--- src/rtl/mmio_peripheral_responder.sv ---
// mmio_peripheral_responder
// Memory-mapped responder on the multicycle controller's memory path. It decodes
// a small register window and returns read data one cycle after the read strobe,
// which lines up with the MEMREAD->MEMWB spacing. The window holds a GPIO output
// register, a synchronized GPIO input with rising-edge capture, and a prescaled
// down-counting timer that can raise an interrupt.
//
// Ports:
//   clk        system clock
//   rst_n      asynchronous active-low reset
//   addr       byte address from the datapath address mux
//   wdata      write data
//   mem_read   one-cycle read strobe
//   mem_write  write strobe
//   sel        combinational: address inside the window and word aligned
//   rdata      registered read data, held until the next read strobe
//   gpio_in    asynchronous external inputs
//   gpio_out   GPIO output register
//   irq        registered timer interrupt

module mmio_peripheral_responder #(
   parameter logic [31:0] BASE_ADDR = 32'h1001_0000,
   parameter int unsigned GPIO_W    = 8,
   parameter int unsigned PRESCALE  = 4
) (
   input  logic              clk,
   input  logic              rst_n,
   input  logic [31:0]       addr,
   input  logic [31:0]       wdata,
   input  logic              mem_read,
   input  logic              mem_write,
   output logic              sel,
   output logic [31:0]       rdata,
   input  logic [GPIO_W-1:0] gpio_in,
   output logic [GPIO_W-1:0] gpio_out,
   output logic              irq
);

   localparam int unsigned DATA_W    = 32;
   localparam int unsigned IDX_W     = 3;
   localparam int unsigned PS_W      = (PRESCALE > 1) ? $clog2(PRESCALE) : 1;
   localparam logic [31:0] WIN_LAST  = 32'h0000_001C;
   localparam logic [PS_W-1:0] PS_LAST = PS_W'(PRESCALE - 1);

   localparam logic [IDX_W-1:0] REG_GPIO_OUT  = 3'd0;
   localparam logic [IDX_W-1:0] REG_GPIO_IN   = 3'd1;
   localparam logic [IDX_W-1:0] REG_GPIO_EDGE = 3'd2;
   localparam logic [IDX_W-1:0] REG_CTRL      = 3'd3;
   localparam logic [IDX_W-1:0] REG_LOAD      = 3'd4;
   localparam logic [IDX_W-1:0] REG_COUNT     = 3'd5;
   localparam logic [IDX_W-1:0] REG_STATUS    = 3'd6;

   typedef struct packed {
      logic irq_en;
      logic auto_rl;
      logic en;
   } ctrl_t;

   typedef enum logic {
      IDLE = 1'b0,
      RUN  = 1'b1
   } tmr_state_t;

   logic [DATA_W-1:0] off;
   logic [IDX_W-1:0]  idx;
   logic              wr_en;
   logic              wr_gpio_out, wr_edge, wr_ctrl, wr_load, wr_status;
   logic [DATA_W-1:0] rd_mux;

   logic [GPIO_W-1:0] s1, s2, s3;
   logic [GPIO_W-1:0] gpio_edge;

   tmr_state_t        state;
   ctrl_t             ctrl;
   logic [DATA_W-1:0] load;
   logic [DATA_W-1:0] count;
   logic [PS_W-1:0]   presc;
   logic              exp_flag;
   logic              stop_req;
   logic              tick;
   logic              expire;

   // Address decode: unsigned offset wraps for addresses below the base.
   always_comb begin
      off = addr - BASE_ADDR;
      sel = (off <= WIN_LAST) && (addr[1:0] == 2'b00);
      idx = off[4:2];
   end

   always_comb begin
      wr_en       = mem_write & sel;
      wr_gpio_out = wr_en && (idx == REG_GPIO_OUT);
      wr_edge     = wr_en && (idx == REG_GPIO_EDGE);
      wr_ctrl     = wr_en && (idx == REG_CTRL);
      wr_load     = wr_en && (idx == REG_LOAD);
      wr_status   = wr_en && (idx == REG_STATUS);
   end

   // Read mux sees pre-write register values, so read+write returns old data.
   always_comb begin
      rd_mux = '0;
      case (idx)
         REG_GPIO_OUT:  rd_mux = DATA_W'(gpio_out);
         REG_GPIO_IN:   rd_mux = DATA_W'(s2);
         REG_GPIO_EDGE: rd_mux = DATA_W'(gpio_edge);
         REG_CTRL:      rd_mux = DATA_W'(ctrl);
         REG_LOAD:      rd_mux = load;
         REG_COUNT:     rd_mux = count;
         REG_STATUS:    rd_mux = DATA_W'(exp_flag);
         default:       rd_mux = '0;
      endcase
   end

   // Read data register: updates only on a strobe, zero for unselected addresses.
   always_ff @(posedge clk or negedge rst_n) begin
      if (!rst_n) begin
         rdata <= '0;
      end else if (mem_read) begin
         rdata <= sel ? rd_mux : '0;
      end
   end

   // GPIO output and timer reload registers.
   always_ff @(posedge clk or negedge rst_n) begin
      if (!rst_n) begin
         gpio_out <= '0;
         load     <= '0;
      end else begin
         if (wr_gpio_out) gpio_out <= wdata[GPIO_W-1:0];
         if (wr_load)     load     <= wdata;
      end
   end

   // Input synchronizer plus a third flop for rising-edge detection; set beats W1C.
   always_ff @(posedge clk or negedge rst_n) begin
      if (!rst_n) begin
         s1        <= '0;
         s2        <= '0;
         s3        <= '0;
         gpio_edge <= '0;
      end else begin
         s1        <= gpio_in;
         s2        <= s1;
         s3        <= s2;
         gpio_edge <= (gpio_edge & ~(wr_edge ? wdata[GPIO_W-1:0] : '0)) | (s2 & ~s3);
      end
   end

   // Tick/expiry qualifiers; a CTRL write with EN=0 suppresses the tick in that cycle.
   always_comb begin
      stop_req = wr_ctrl && !wdata[0];
      tick     = (state == RUN) && !stop_req && (presc == PS_LAST);
      expire   = tick && (count == '0);
   end

   // Timer FSM with its control, count, prescaler and expiry flag.
   always_ff @(posedge clk or negedge rst_n) begin
      if (!rst_n) begin
         state    <= IDLE;
         ctrl     <= '0;
         count    <= '0;
         presc    <= '0;
         exp_flag <= 1'b0;
      end else begin
         exp_flag <= (exp_flag & ~(wr_status & wdata[0])) | expire;
         if (wr_ctrl) ctrl <= ctrl_t'(wdata[2:0]);
         case (state)
            IDLE: begin
               if (wr_ctrl && wdata[0]) begin
                  state <= RUN;
                  count <= load;
                  presc <= '0;
               end
            end
            RUN: begin
               if (stop_req) begin
                  state <= IDLE;
               end else begin
                  presc <= tick ? '0 : presc + PS_W'(1);
                  if (tick) begin
                     if (count != '0) begin
                        count <= count - DATA_W'(1);
                     end else if (ctrl.auto_rl) begin
                        count <= load;
                     end else if (!wr_ctrl) begin
                        // One-shot: stop and drop EN unless software rewrote CTRL now.
                        state   <= IDLE;
                        ctrl.en <= 1'b0;
                     end
                  end
               end
            end
            default: state <= IDLE;
         endcase
      end
   end

   // Interrupt trails the expiry flag by one cycle.
   always_ff @(posedge clk or negedge rst_n) begin
      if (!rst_n) begin
         irq <= 1'b0;
      end else begin
         irq <= exp_flag & ctrl.irq_en;
      end
   end

endmodule

--- config.mk ---
export PLATFORM = sky130hd
export DESIGN_NAME = mmio_peripheral_responder
export DESIGN_NICKNAME = d
export VERILOG_FILES = /design/src/rtl/mmio_peripheral_responder.sv
export SDC_FILE = /design/constraint.sdc
export NUM_CORES = 1
export LEC_CHECK = 0
export ABC_AREA = 1
export BUFFER_PORTS_ARGS = -buffer_cell sky130_fd_sc_hd__buf_2
export CAP_MARGIN = 25
export CORE_ASPECT_RATIO = 0.6
export CORE_MARGIN = 2
export CORE_UTILIZATION = 45
export CTS_CLUSTER_DIAMETER = 40
export DETAILED_ROUTE_END_ITERATION = 6
export PLACE_DENSITY_LB_ADDON = 0.2
export SYNTH_ARGS = -nofsm -noshare
export SYNTH_HDL_FRONTEND = slang
export SYNTH_SLANG_ARGS = --single-unit
--- constraint.sdc ---
create_clock -name clk -period 2.8 [get_ports clk]
set_input_delay 0.14 -clock clk [delete_from_list [all_inputs] [get_ports clk]]
set_output_delay 0.14 -clock clk [all_outputs]
set_load 0.01 [all_outputs]
==> run_results.csv <==
group,metric,value,unit
run_status,status,"finished, final reports clean",
clock_tree,cts_tree,"yes",
layout,drive_gt1_frac,0.163,
logic_synthesis,ys_warn_count,0,
logic_synthesis,synth_seq_cells,144,
layout,fin_cells,1356,
logic_synthesis,synth_edf_count,0,
timing,setup_viol,0,
clock_tree,cts_inserted_buffers,17,
floorplan,ios,118,
timing,timing.hold.ws,0.0161,ns
timing,post-route-period-util,0.821,
detailed_routing,route.detailed.drc,0,
timing,slew_headroom,0.536,
clock_tree,post-cts-setup-buffer-count,0,
detailed_routing,ant_nets,0,
timing,clock_skew,0.0110,ns
place,dp_hpwl,14700,um
floorplan,die_x,169,um
pwr,p_sw,1.14,mW
logic_synthesis,synth_compound_area_frac,0.106,
floorplan,die_h,103,um
timing,tns,0,ns
clock_tree,cts_sinks,144,
critical_path,crit_slowest_cell,"dfrtp_1",
critical_path,crit_path_start_kind,"flip-flop",
grt,grt-ovfl-total,0,
timing,worst_slew_pin_slew,0.696,ns
logic_synthesis,syn_nets,1064,
detailed_routing,drt_pass1_iterations,5,
grt,grt_pass1_wl,34200,um
logic_synthesis,synth_top_flop_cell,"dfrtp_1",
critical_path,crit_fanout,4,
grt,grt_max_degree,74,
place,dp.cells,1290,
logic_synthesis,synthTopCellsByArea,"dfrtp_1, nand2_1, nand3_1",
logic_synthesis,synth.area.mux_share,0,
clock_tree,cts_root_buf,"clkbuf_16",
logic_synthesis,avgSynthCellArea,7.50,sq um
clock_tree,path_clk_slew,0.07,ns
detailed_routing,via_count,6894,
timing,maxSlewViolCount,0,
floorplan,start_util,0.458,
logic_synthesis,synthSimpleGateAreaFrac,0.284,
timing,rsz0062_at_grt,"no",
logic_synthesis,synthAdderAreaFrac,0.00508,
pwr,p_int,3.63,mW
layout,layout.cells.most_common,"nand2_1",
layout,final_cell_mix,"nand2_1, dfrtp_1, inv_1",
place,portBuffers,117,
pwr,clkPwrFrac,0.510,
place,place_congestion,0.919,
grt,grt_antenna_before_repair,0,
clock_tree,clk_path_buf_depth,2,
grt,grt_pass1_vias,6641,
critical_path,required,3.11,ns
job,drv_cap,0,
layout,final_net_count,1213,
logic_synthesis,synth_top_family_by_area,"simple AND/OR/NAND/NOR gates",
layout,area_growth,24.1,%
grt,grt_use_total,0.253,
pwr,max-vdd-ir-drop,0.334,mV
critical_path,max_stage_delay,0.44,ns
layout,final_area,0.00917,sq mm
logic_synthesis,async_flop_share,1.00,
critical_path,endpoint_kind,"flip-flop",
detailed_routing,initialDrtViolationCount,455,
timing,fin_crit,2.30,ns
detailed_routing,viasPerCell,5.08,
place,pre_cts_slack,0.575,ns
timing,hold_viol,0,
clock_tree,h-tree-depth,4,
floorplan,coreArea,0.0161,sq mm
pwr,finalPower,4.77,mW
detailed_routing,drt_wl_total,21000,um
logic_synthesis,netlist.area_leader.share,0.488,
place,placed_area,0.00821,sq mm
critical_path,worstSetupPathType,"flip-flop to flip-flop",
critical_path,cp.arrival,2.61,ns
logic_synthesis,synthCells,985,
timing,max_freq,435,MHz
detailed_routing,routedWlPerCell,15.5,um
timing,setup_slack,0.502,ns
layout,n_antenna_cell,0,
critical_path,crit_path_cell_trace,"inv_1 -> ha_1 -> nand2_1 -> nor2_1 -> nand3_1 -> nor2_1 -> xor2_1 -> a21oi_1 -> nand3_1 -> nand2_1",
min_path,worstHoldPathType,"input pin to flip-flop",
logic_synthesis,synthXorXnorAreaFrac,0.0273,
logic_synthesis,synth_seq_area_share,0.488,
pwr,combPwrFrac,0.049,
pwr,p_leak,4.81,nW
logic_synthesis,ys_types,33,
pwr,swShare,0.239,
clock_tree,cts_resized,0,
logic_synthesis,yosys.area.top_type,"dfrtp_1",
layout,post-route-util,0.569,
pwr,powerDensity,520,mW/mm^2
logic_synthesis,syn_area,0.00739,sq mm
floorplan,rows,36,
pwr,p_seq_frac,0.441,
floorplan,die_area,0.0175,sq mm
clock_tree,clk_latency,0.43,ns
[timing repair]
item                                    4_1_cts  5_1_grt
endpoints found under the setup margin        0        0
endpoints found under the hold margin       103        0
hold buffers                                 34        0
[critical path: cells and delay by family (launching register included)]
family                   cells  cell delay, ns
buffers and inverters        1            0.17
adder cells (fa/ha/maj)      1            0.26
flip-flops                   1            0.44
AND/OR/NAND/NOR              6            1.03
AO/OA/AOI/OAI                1            0.09
XOR/XNOR                     1            0.20
[layout make-up]
type,count,area (sq um)
inverters,127,477
repair buffers,170,1090
clock inverters,15,196
well taps,209,262
flip-flops and latches,144,3600
multi-input cells,674,3120
fillers,1517,6950
clock buffers,17,425
[sequential cells by signal, indices dropped and copies added (netlist names)]
name / flops
s3: 8
presc: 2
gpio_edge: 8
s1: 8
load: 32
exp_flag: 1
ctrl: 3
state: 1
rdata: 32
s2: 8
count: 32
gpio_out: 8
irq: 1
[path summary, 6_finish.rpt]
path                          start           to  slack, ns  cells after the start
min reg2reg                   s1[7]        s2[7]       0.35                      0
min in group asynchronous     rst_n     rdata[7]       0.31                      2
max reg2reg                count[0]    count[24]       0.50                     10
min                        wdata[5]  gpio_out[5]       0.02                      3
max in group asynchronous     rst_n      load[4]       1.70                      3
max                        count[0]    count[24]       0.50                     10
[cell usage after synthesis, drive strengths merged, types with 3 or more instances]
library cell and number:
nand2 287, dfrtp 144, inv 126, nor2 110
o21ai 108, nand3 101, xor2 23, clkbuf 22
buf 18, o22ai 15, a22o 5, nor3 5
o31ai 4, a21oi 3, ha 3
[kinds of logic (layout without fill, tap and decap cells)]
logic type	Yosys count	in the layout
and+or+nand+nor	506	506
xor gates and xnor gates	23	23
DFF	144	144
buffers and inverters	167	329
AOI/OAI and AO/OA	142	142
adders and majority gates	3	3
[power by group through the flow]
stage | Clock [mW] | Combinational [mW] | Sequential [mW]
finish | 2.43 | 0.235 | 2.10
detailed placement | 0 | 0.200 | 2.14
global placement | 0 | 0.199 | 2.14
global route | 2.56 | 0.265 | 2.10
floorplan | 0 | 0.0625 | 2.14
CTS | 2.46 | 0.237 | 2.10
[layer usage]
layer  track usage  vias to the layer above  part of all wire
li1              -                     3409                 -
met1         0.387                     3213              0.51
met2         0.361                      253              0.40
met3        0.0556                       19             0.071
met4        0.0703                        0             0.013
met5             0                        -                 0
No activity file was read; power rests on OpenSTA's default activity.
